`src/rtl/score_pkg.sv`:
```
// Shared types and defaults for the score event generator and related game blocks.
package score_pkg;

    typedef enum logic [2:0] {
        IDLE  = 3'd0,
        ARMED = 3'd1,
        FIRE  = 3'd2,
        HOLD  = 3'd3,
        WON   = 3'd4
    } state_t;

    typedef logic [3:0] count_t;

    localparam int unsigned DEBOUNCE_CYCLES_DEF = 4;
    localparam int unsigned MAX_SCORE_DEF       = 9;

endpackage

```
`src/rtl/score_event_gen_sync2.sv`:
```
// Two-flop synchronizer for asynchronous game inputs; cleared only by reset.
module sync2 (
    input  logic clk,
    input  logic reset,
    input  logic d,
    output logic q
);

    logic r_meta;
    logic r_sync;

    always_ff @(posedge clk or posedge reset) begin
        if (reset) begin
            r_meta <= 1'b0;
            r_sync <= 1'b0;
        end else begin
            r_meta <= d;
            r_sync <= r_meta;
        end
    end

    assign q = r_sync;

endmodule

```
`src/rtl/score_event_gen.sv`:
```
// Debounces the raw eat level into one increment pulse per eat assertion and
// tracks a shadow score that latches win at MAX_SCORE.
module score_event_gen
    import score_pkg::*;
#(
    parameter int unsigned DEBOUNCE_CYCLES = DEBOUNCE_CYCLES_DEF,
    parameter int unsigned MAX_SCORE       = MAX_SCORE_DEF
) (
    input  logic   clk,
    input  logic   reset,
    input  logic   eat,
    input  logic   clear,
    output logic   increment,
    output logic   win,
    output count_t count
);

    localparam count_t C_DEB = count_t'(DEBOUNCE_CYCLES);
    localparam count_t C_MAX = count_t'(MAX_SCORE);

    logic   w_eat_s;
    state_t r_state;
    state_t w_state_nxt;
    count_t r_dbc;
    count_t w_dbc_nxt;
    count_t r_count;
    count_t w_count_nxt;
    count_t w_count_inc;

    sync2 u_sync_eat (
        .clk   (clk),
        .reset (reset),
        .d     (eat),
        .q     (w_eat_s)
    );

    assign w_count_inc = r_count + 4'd1;

    always_ff @(posedge clk or posedge reset) begin
        if (reset) begin
            r_state <= IDLE;
            r_dbc   <= '0;
            r_count <= '0;
        end else begin
            r_state <= w_state_nxt;
            r_dbc   <= w_dbc_nxt;
            r_count <= w_count_nxt;
        end
    end

    // clear overrides every transition, including the edge leaving FIRE
    always_comb begin
        w_state_nxt = r_state;
        w_dbc_nxt   = r_dbc;
        w_count_nxt = r_count;
        if (clear) begin
            w_state_nxt = IDLE;
            w_dbc_nxt   = '0;
            w_count_nxt = '0;
        end else begin
            case (r_state)
                IDLE: begin
                    if (w_eat_s) begin
                        w_state_nxt = ARMED;
                        w_dbc_nxt   = 4'd1;
                    end
                end
                ARMED: begin
                    if (!w_eat_s) begin
                        w_state_nxt = IDLE;
                        w_dbc_nxt   = '0;
                    end else if (r_dbc == C_DEB) begin
                        w_state_nxt = FIRE;
                        w_dbc_nxt   = '0;
                    end else begin
                        w_dbc_nxt = r_dbc + 4'd1;
                    end
                end
                FIRE: begin
                    if (r_count < C_MAX) begin
                        w_count_nxt = w_count_inc;
                    end
                    w_state_nxt = (w_count_inc >= C_MAX) ? WON : HOLD;
                end
                HOLD: begin
                    if (!w_eat_s) begin
                        w_state_nxt = IDLE;
                    end
                end
                WON: begin
                    w_state_nxt = WON;
                end
                default: begin
                    w_state_nxt = IDLE;
                    w_dbc_nxt   = '0;
                end
            endcase
        end
    end

    assign increment = (r_state == FIRE);
    assign win       = (r_state == WON);
    assign count     = r_count;

endmodule
```
`config.mk`:
```
export PLATFORM = sky130hd
export DESIGN_NAME = score_event_gen
export DESIGN_NICKNAME = d
export VERILOG_FILES = /design/src/rtl/score_pkg.sv /design/src/rtl/score_event_gen_sync2.sv /design/src/rtl/score_event_gen.sv
export SDC_FILE = /design/constraint.sdc
export NUM_CORES = 1
export LEC_CHECK = 0
export CORE_MARGIN = 3
export CORE_UTILIZATION = 50
export CTS_CLUSTER_DIAMETER = 50
export DETAILED_ROUTE_END_ITERATION = 12
export GPL_TIMING_DRIVEN = 0
export PLACE_DENSITY_LB_ADDON = 0.3
export SLEW_MARGIN = 20
export SYNTH_ARGS = -nofsm -noshare
export SYNTH_HDL_FRONTEND = slang
export SYNTH_HIERARCHICAL = 1
export SYNTH_SLANG_ARGS = --single-unit
```
`constraint.sdc`:
```
create_clock -name clk -period 2.5 [get_ports clk]
set_input_delay 0.5 -clock clk [delete_from_list [all_inputs] [get_ports clk]]
set_output_delay 0.5 -clock clk [all_outputs]
set_load 0.01 [all_outputs]
```
==> reports/metrics.cfg, run 1 <==
[placement]
gp_congestion = 0.789
dp_hpwl_um = 986
dp_cells = 100
dp_slack_ns = 0.476
io_buffers = 8

[timing]
postLayoutSetupSlackWorst_ns = 0.173
finalHoldViolations = 0
finalSetupViolations = 0
setup_tns_ns = 0
relSlewSlack_pct = 72.3
report.final.slew_viol_count = 0
rsz0062_at_grt = false
post-route-period-util_pct = 93.1
layout_min_cycle_time_ns = 2.33
skew_ns = 0.000591
tightest_slew_ns = 0.415
fmax_mhz = 430

[synth]
synth_cells = 77
synth-edff-count = 0
yosysMostFrequentCell = dfrtp_1
synth_seq_area_share_pct = 44.0
syn_avg_cell_area_um2 = 9.60
syn_area_um2 = 739
synthTopCellsByArea = dfrtp_1 (44%), ha_1 (8.5%), inv_1 (6.1%), nor2_1 (3.6%), a21oi_1 (2.7%)
ys.flop_type = dfrtp_1
async_reset_ff_share_pct = 100
yosys-top-cells-count = dfrtp_1 (13), inv_1 (12), nor2_1 (7)
ys_types = 29
ys_ff_latch = 13
synth_warnings = 6
synth_top_area_share_pct = 44.0
syn_nets = 86
synth_top_area_cell = dfrtp_1

[floorplan]
start_util_pct = 54.8
pin_count = 10
coreArea_um2 = 1350
dieArea_um2 = 1980
dieWidth_um = 44.5
dieHeight_um = 44.5
rows = 13

[cts]
cts_buffers = 3
htreeDepth = 1
path_clk_slew_ns = 0.08
clock-sinks = 13
clock_latency_ns = 0.28
postCtsSetupBuffers = 0
hold_buffers = 0
cts_tree = done
ctsResizeCount = 0
root_buffer = clkbuf_4
cts_max_path_buffers = 2

[setup_path]
critPathLaunchType = flop
arrival_ns = 1.83
rr_worst_depth = 6
end_kind = output pin
path_max_fanout = 8
crit_type = flop to output pin
crit_required_ns = 2.00

[grt]
grt_util_met3_pct = 7.32
grt_busiest_layer = met2
grt_pass1_vias = 541
grt_usage_pct = 15.7
gr-total-overflow = 0
grt_start_max_net_pins = 12
antenna_found_initial = 0
use_met1_pct = 21.5
grt_use_met2_pct = 23.3
grt_pass1_wl_um = 2290

[min_path]
hold_class = flop to flop
hold_depth = 0

[cells_and_area]
n_fill_cell = 114
fin_cells = 104
num-nets-final = 99
layout-drive-gt1-share_pct = 7.87
n_antenna_cell = 0
syn2layout_area_growth_pct = 17.1
final_util_pct = 64.1

[routing]
wirelength_um = 1310
dr_total_vias = 582
drt_first_pass_iters = 4
drtIter0Drc = 13
vias_per_cell = 5.60
wl_per_cell_um = 12.6
drc = 0
ant_nets = 0

[power]
switchingPower_uw = 86.8
swShare_pct = 23.6
vdd_drop_max_mv = 0.416
clockPowerShare_pct = 34.7
combinationalPowerShare_pct = 5.8
power_density_nw_per_um2 = 425
pwr-share-seq_pct = 59.5
p_total_uw = 368
internal-power_uw = 282
p_leak_uw = 0.000399

[flow_run]
maxCapViolations = 0

[outcome]
run_status = complete, no violations

logic make-up (layout without fill, tap and decap cells):
family | Yosys count | after routing | share of synthesized area, %
DFF | 13 | 13 | 44.0
and+or+nand+nor | 23 | 23 | 17.3
buffers and inverters | 13 | 25 | 6.60
adders and majority gates | 5 | 5 | 8.46
AOI/OAI and AO/OA | 20 | 20 | 20.0
muxes | 1 | 1 | 1.35
xor gates and xnor gates | 2 | 2 | 2.37
path summary, 6_finish.rpt:
kind                                      to               from  slack, ns
worst max-delay path               increment         r_state[1]       0.17
worst min-delay path            u_sync_eat/q  u_sync_eat/r_meta       0.35
worst max register to register    r_state[0]           count[0]       1.02
worst min register to register  u_sync_eat/q  u_sync_eat/r_meta       0.35
max in group asynchronous           r_dbc[2]              reset       1.67
min in group asynchronous       u_sync_eat/q              reset       0.39
sequential cells by signal, summed over array words and instances (netlist names):
register and flops:
r_state 3, u_sync_eat/q 1, u_sync_eat/r_meta 1, count 4
r_dbc 4
layer usage:
| layer | up-vias | share of wire [%] |
|---|---|---|
| li1 | 297 | - |
| met1 | 277 | 50 |
| met4 | 0 | 0 |
| met3 | 0 | 4.7 |
| met2 | 8 | 45 |
| met5 | - | 0 |
final cells by class:
| class | count | area, µm² | share of cell area, % |
|---|---|---|---|
| plain buffers | 1 | 3.75 | 0.434 |
| clock buffers | 3 | 22.5 | 2.60 |
| clock inverters | 1 | 5.00 | 0.578 |
| inverters | 12 | 45.0 | 5.20 |
| multi-input cells | 51 | 365 | 42.2 |
| flip-flops and latches | 13 | 325 | 37.6 |
| well taps | 15 | 18.8 | 2.17 |
| repair buffers | 8 | 80.1 | 9.25 |
through the flow:
stage	hold slack, ns	cell area [µm²]
floorplan	0.241	739
global placement	0.334	838
detailed placement	0.338	838
CTS	0.357	866
global route	0.375	866
finish	0.354	866
power groups by stage:
stage / logic (µW) / registers (µW) / clock network, µW
after detailed placement: 21.7 / 223 / 0
after floorplan: 14.6 / 222 / 0
after CTS: 21.7 / 219 / 131
after global routing: 24.4 / 220 / 142
after global placement: 20.8 / 223 / 0
final: 21.4 / 219 / 128
cell usage in the layout (no fill, tap or decap), drive strengths merged, types with 2 or more instances in the layout:
cell type,Yosys,final
dfrtp,13,13
inv,12,12
clkdlybuf4s50,0,8
nor2,7,7
ha,5,5
a21oi,5,5
o21ai,4,4
clkbuf,1,4
nand2,3,3
nor3,3,3
xnor2,2,2
nand3,2,2
a211o,2,2
nor3b,2,2
a22o,2,2
critical path, stage by stage, from the launching register on:
cell,delay [ns]
dfrtp_1,0.47
or3b_4,0.45
inv_1,0.10
clkdlybuf4s50_1,0.54
(Power assumes the default switching activity.)
==> run 2: changes to the inputs <==
- PLACE_DENSITY_LB_ADDON: 0.3 -> 0.25
==> run 2 against run 1 <==
Net effect:
- total power increased by 0.66%
- clock power about the same
- clock skew about the same
- sequential share of layout area unchanged
- routed wire length increased by 7.5%
- cell count unchanged
- utilization unchanged
- largest power group unchanged
==> reports/metrics.cfg, run 2 (synthesized netlist as in run 1, its figures left out) <==
[floorplan]
dieWidth_um = 44.5  ; unchanged
coreArea_um2 = 1350  ; unchanged
dieHeight_um = 44.5  ; unchanged
pin_count = 10  ; unchanged
start_util_pct = 54.8  ; unchanged
dieArea_um2 = 1980  ; unchanged
rows = 13  ; unchanged

[cts]
root_buffer = clkbuf_4  ; unchanged
cts_tree = done  ; unchanged
htreeDepth = 1  ; unchanged
hold_buffers = 0  ; unchanged
postCtsSetupBuffers = 0  ; unchanged
clock-sinks = 13  ; unchanged
clock_latency_ns = 0.28  ; about the same
cts_max_path_buffers = 2  ; unchanged
cts_buffers = 3  ; unchanged
ctsResizeCount = 0  ; unchanged
path_clk_slew_ns = 0.08  ; about the same

[timing]
layout_min_cycle_time_ns = 2.34  ; was 2.33 ns
setup_tns_ns = 0  ; unchanged
postLayoutSetupSlackWorst_ns = 0.162  ; was 0.173 ns
skew_ns = 0.00101  ; was 0.000591 ns
relSlewSlack_pct = 71.0  ; was 72.3%
finalSetupViolations = 0  ; unchanged
finalHoldViolations = 0  ; unchanged
post-route-period-util_pct = 93.5  ; was 93.1%
tightest_slew_ns = 0.431  ; was 0.415 ns
rsz0062_at_grt = false  ; unchanged
report.final.slew_viol_count = 0  ; unchanged
fmax_mhz = 428  ; was 430 MHz

[cells_and_area]
num-nets-final = 99  ; unchanged
mostFrequentLayoutCell = dfrtp_1  ; unchanged
syn2layout_area_growth_pct = 17.1  ; unchanged
layout-drive-gt1-share_pct = 7.87  ; unchanged
mostFrequentLayoutCells = dfrtp_1 (13), inv_1 (12), clkdlybuf4s50_1 (8)  ; unchanged
fin_cells = 104  ; unchanged
n_antenna_cell = 0  ; unchanged

[setup_path]
r2r-start = count[0]  ; unchanged
end_kind = output pin  ; unchanged
r2r-end = r_state[0]  ; unchanged
rr_worst_depth = 6  ; unchanged
arrival_ns = 1.84  ; was 1.83 ns
reg2reg_slack_ns = 0.95  ; was 1.02 ns
path_max_fanout = 8  ; unchanged
critPathLaunchType = flop  ; unchanged
crit_required_ns = 2.00  ; about the same
startpoint = r_state[1]  ; unchanged
crit_type = flop to output pin  ; unchanged

[grt]
gr-total-overflow = 0  ; unchanged
antenna_found_initial = 0  ; unchanged
grt_start_max_net_pins = 12  ; unchanged
grt_pass1_wl_um = 2350  ; was 2290 µm
grt_pass1_vias = 550  ; was 541
grt_usage_pct = 16.8  ; was 15.7%

[power]
power_density_nw_per_um2 = 428  ; was 425 nW/µm²
vdd_drop_max_mv = 0.327  ; was 0.416 mV
p_leak_uw = 0.000399  ; unchanged

[routing]
drc = 0  ; unchanged
wl_per_cell_um = 13.6  ; was 12.6 µm
drtIter0Drc = 13  ; unchanged
dr_total_vias = 600  ; was 582
ant_nets = 0  ; unchanged
drt_first_pass_iters = 5  ; was 4
vias_per_cell = 5.77  ; was 5.60
wirelength_um = 1410  ; was 1310 µm

[min_path]
hold_class = flop to flop  ; unchanged
holdPathEnd = u_sync_eat/q  ; unchanged
hold_depth = 0  ; unchanged
hold_start = u_sync_eat/r_meta  ; unchanged

[placement]
dp_cells = 100  ; unchanged
io_buffers = 8  ; unchanged
dp_hpwl_um = 1030  ; was 986 µm
gp_congestion = 0.789  ; about the same
dp_slack_ns = 0.486  ; was 0.476 ns

[flow_run]
maxCapViolations = 0  ; unchanged

[outcome]
run_status = complete, no violations  ; unchanged

==> run 2: worst max-delay path by stage <==
| stage | end | slack [ns] |
|---|---|---|
| 2_1_floorplan | increment | 1.05 |
| 3_3_place_gp | increment | 0.49 |
| 3_5_place_dp | increment | 0.49 |
| 4_1_cts | increment | 0.17 |
| 5_1_grt | increment | 0.11 |
| 6_report | increment | 0.16 |
==> run 2: power breakdown <==
part	internal [µW]	switching, µW
clock	59.4	69.8
sequential	214	5.20
combinational	8.33	14.0
total	282	89.0
==> run 2: worst max-delay path, stage by stage (launching register included) <==
cell             delay (ns)
dfrtp_1                0.47
or3b_4                 0.45
inv_1                  0.10
clkdlybuf4s50_1        0.53
==> run 2: routing by layer <==
metal  GRT usage [%]  wire length (µm)  vias to the layer above  share of wire (%)
met5               0                 0                        -                  0
li1                -                 -                      296                  -
met3            7.32                65                        5                4.6
met1            20.7               696                      287                 49
met4            9.04                29                        0                2.1
met2            24.7               620                       12                 44
==> run 2: through the flow <==
stage	total power (µW)	utilization (%)	hold WS [ns]	area, µm²
2_1_floorplan	237	-	0.241	739
3_3_place_gp	244	62.1	0.333	838
3_5_place_dp	246	62.1	0.337	838
4_1_cts	378	64.1	0.356	866
5_1_grt	393	64.1	0.375	866
6_report	371	64.1	0.352	866
==> run 2: final cells by class <==
class	count	area (µm²)
fillers	114	484
multi-input cells	51	365
flip-flops and latches	13	325
repair buffers	8	80.1
inverters	12	45.0
clock buffers	3	22.5
well taps	15	18.8
clock inverters	1	5.00
plain buffers	1	3.75
==> RTL change 1: new RTL, settings of run 2 <==
`MAX_SCORE_DEF`: 9 -> 4.
--- a/src/rtl/score_pkg.sv
+++ b/src/rtl/score_pkg.sv
@@ -14,3 +14,3 @@
     localparam int unsigned DEBOUNCE_CYCLES_DEF = 4;
-    localparam int unsigned MAX_SCORE_DEF       = 9;
+    localparam int unsigned MAX_SCORE_DEF       = 4;
 
Check against the original RTL: same outputs for any inputs over 10 cycles, from zero or initial values and one cycle with reset high; that may be too few to reach the edited logic, so the function may still have changed.
==> RTL change 1 against run 2 <==
  * Sequential cell count unchanged
  * Synthesized area shrank 3.9%
  * Highest routed layer unchanged
  * Non-clock buffer count unchanged
  * Critical path type unchanged
  * Power increased by 3.0%
  * Worst setup slack improved by 200 ps
  * Fmax grew 9.2%
  * Routed wire length down 5.2%
  * Final area decreased by 3.5%
==> RTL change 1: results (changes against run 2) <==
metric,value,unit,change
status,"finished, final reports clean",,
r2r_setup_slack,980,ps,+30 ps
synth_compound_area_share,17.8,%,-2.2 points
viasPerCell,5.70,,-1.2%
timing.rr.end,r_dbc[3],,
critPathLaunch,r_state[2],,
fill_cells,104,,-8.8%
synth_area_leaders,"dfrtp_1, ha_1, inv_1, nor2_1, a311oi_1",,
synth_cell_types,32,,+10%
irDropWorstVdd,285,uV,-13%
muxShareOfSynthArea,1.41,%,+0.055 points
ys_top_cells_by_count,"dfrtp_1, inv_1, nor2_1",,
pre_cts_ws,669,ps,+183 ps
syn_nets,81,,-5.8%
dpl-instance-area,808,um2,-3.6%
fin_nets,94,,-5.1%
path_max_fanout,7,,-1
p_per_area,457,nW/um2,+6.7%
first_global_vias,564,,+2.5%
track_usage,18.0,%,+1.1 points
slew_headroom,70.8,%,-0.28 points
rr_startpoint,r_dbc[0],,
inverters,9,,-3
finalClockSkew,2.16,ps,+1.15 ps
routed_wl,1340,um,-5.2%
multi_input_area,348,um2,-4.8%
drtPass1Iterations,4,,-1
buf_share,10.0,%,+0.35 points
initialDrtViolationCount,4,,-9
## RTL change 1: changes by cell type in the layout (fill, tap and decap cells not counted), moves of 2 or more
| cell | run 2 | this run |
|---|---|---|
| a211o_1 | 2 | 0 |
| a22o_1 | 2 | 0 |
| o21ai_0 | 4 | 1 |
| nor3b_2 | 0 | 2 |
| ha_1 | 5 | 3 |
| o21ai_1 | 0 | 3 |
| inv_1 | 12 | 9 |
| nor3_1 | 3 | 1 |
| a311oi_1 | 1 | 3 |
| and2_1 | 0 | 3 |
| nor3b_1 | 2 | 0 |
## RTL change 1: worst min path at each step
| stage | startpoint | end | slack [ps] | cells after the start |
|---|---|---|---|---|
| after detailed placement | u_sync_eat/r_meta | u_sync_eat/q | 340 | 0 |
| after CTS | reset | u_sync_eat/r_meta | 370 | 2 |
| after global placement | u_sync_eat/r_meta | u_sync_eat/q | 330 | 0 |
| after global routing | u_sync_eat/r_meta | u_sync_eat/q | 390 | 0 |
| final | u_sync_eat/r_meta | u_sync_eat/q | 360 | 0 |
| after floorplan | reset | u_sync_eat/q | 240 | 1 |
## RTL change 1: worst max-delay path, cell delays in order, from the launching register on
cell and delay [ps]:
dfrtp_1 450, nor3b_2 310, clkdlybuf4s50_1 590
## RTL change 1: layer usage
layer	global-route usage [%]	wire length [um]	part of all wire [%]	vias up
li1	-	-	-	284
met1	19.1	576	43	273
met2	26.7	659	49	8
met3	6.22	48	3.6	5
met4	18.1	55	4.1	0
met5	0	0	0	-
## RTL change 1: kinds of logic (layout without fill, tap and decap cells)
logic type               after synthesis  in the layout
flip-flops                            13             13
AO/OA/AOI/OAI                         19             19
buffers and inverters                 10             22
multiplexers                           1              1
adder cells (fa/ha/maj)                3              3
AND/OR/NAND/NOR                       27             27
XOR/XNOR                               1              1
==> RTL change 2: new RTL, settings of run 2 <==
Without the edit above. Make the reset (`reset`) synchronous in 2 clocked blocks. Comments in the files are not updated.
--- a/src/rtl/score_event_gen_sync2.sv
+++ b/src/rtl/score_event_gen_sync2.sv
@@ -11,3 +11,3 @@
 
-    always_ff @(posedge clk or posedge reset) begin
+    always_ff @(posedge clk) begin
         if (reset) begin
--- a/src/rtl/score_event_gen.sv
+++ b/src/rtl/score_event_gen.sv
@@ -38,3 +38,3 @@
 
-    always_ff @(posedge clk or posedge reset) begin
+    always_ff @(posedge clk) begin
         if (reset) begin
Function: differs if reset is asserted again (counterexample within 10 cycles, from zero or initial values and one cycle with reset high); with reset held inactive, the same outputs for 10 cycles.
==> RTL change 2 against run 2 <==
  * Synthesized cell count is 5.2% higher
  * Via count rose by 5.7%
  * Routed wire length grew 1.1%
  * Count of clock-buffer cells in the layout rose by 1
  * Largest cell class unchanged
  * Synthesized area is 0.51% lower
  * Worst setup slack gained 140 ps
  * Final cell count up 4.8%
  * Power fell by 2.7%
  * Register-to-register slack worse by 80 ps
  * Die area is 0.43% lower
  * Final area grew 0.58%
  * Sequential cell count unchanged
  * Sequential power is 4% lower
==> RTL change 2: results (changes against run 2) <==
metric,value,unit,change
status,"finished, final reports clean",,
multi_input_area,449,um2,+23%
inverters,5,,-7
buf_share,11.2,%,+1.5 points
min_from,u_sync_eat/r_meta,,
rr_startpoint,r_dbc[0],,
pwr-share-comb,5.1,%,-0.9 points
min_path_cells,1,,+1
area_growth,18.4,%,
slowest_delay,600,ps,+70 ps
synth_area_leaders,"dfxtp_1, ha_1, nor2_1, nor2b_1, mux2i_1",,
diodes,0,,unchanged
n_clock_buffer,4,,+1
dp_hpwl,1090,um,+5.7%
syn_nets,90,,+4.7%
ys_top_cells_by_count,"dfxtp_1, nor2_1, ha_1, inv_1, nand2_1",,
vias,634,,+5.7%
fill_cells,126,,+11%
io_buffers,9,,+1
timing.rr.end,r_dbc[2],,
arrival,1690,ps,-150 ps
clk-power,131,uW,
critPathLaunch,r_state[1],,
finalClockSkew,3.48,ps,+2.47 ps
viasPerCell,5.82,,+0.82%
routed_wl,1430,um,+1.1%
min_to,u_sync_eat/q,,
root_buffer,clkbuf_4,,
irDropWorstVdd,344,uV,+5.1%
seqCellArea,260,um2,-20%
drive_gt1_share,10.6,%,+2.8 points
nNonClkBuffers,10,,+1
track_usage,16.4,%,-0.39 points
fin_crit,2190,ps,-144 ps
r2r_setup_slack,870,ps,-80 ps
fin_nets,104,,+5.1%
hold_slack,452,ps,+99.7 ps
dpl-instance-area,845,um2,+0.75%
initialDrtViolationCount,12,,-1
comb-power,18.3,uW,-18%
grt_max_degree,10,,-2
synth_cell_types,34,,+17%
ys_seq_area_share,35.4,%,-8.6 points
p_int,280,uW,-0.59%
dp.cells,105,,+5.0%
yosys_most_used_dff,dfxtp_1,,
pre_cts_ws,554,ps,+67.8 ps
path_max_fanout,9,,+1
async_flop_share,0,%,-100 points
slew_headroom,72.1,%,+1.1 points
-- RTL change 2: changes by cell type after synthesis, sizes merged, moves of 3 or more --
cell	run 2	this run
inv	12	5
nand2	3	6
nor2b	0	4
and2	0	3
dfrtp	13	0
nor3	3	0
dfxtp	0	13
-- RTL change 2: kinds of logic after synthesis --
logic type      after synthesis  share of synthesized area, %
flops                        13                          35.4
simple gates                 36                          29.9
buf+inv                       6                          3.57
compound gates               18                          18.7
fa+ha+maj                     5                          8.50
xor+xnor                      1                          1.19
mux                           2                          2.72
-- RTL change 2: metal layers --
layer  GRT usage (%)  vias to the layer above  share of wire, %
li1                -                      320                 -
met1            21.4                      291                48
met2            23.5                       17                44
met3            3.66                        6               4.0
met4            12.0                        0               3.0
met5               0                        -                 0
-- RTL change 2: worst reg2reg max path, stage by stage, from the launching register on --
cell and delay [ps]:
dfxtp_1 400, inv_1 100, ha_1 210, and3b_1 200
or4_1 400, o211ai_1 100, o211a_1 170
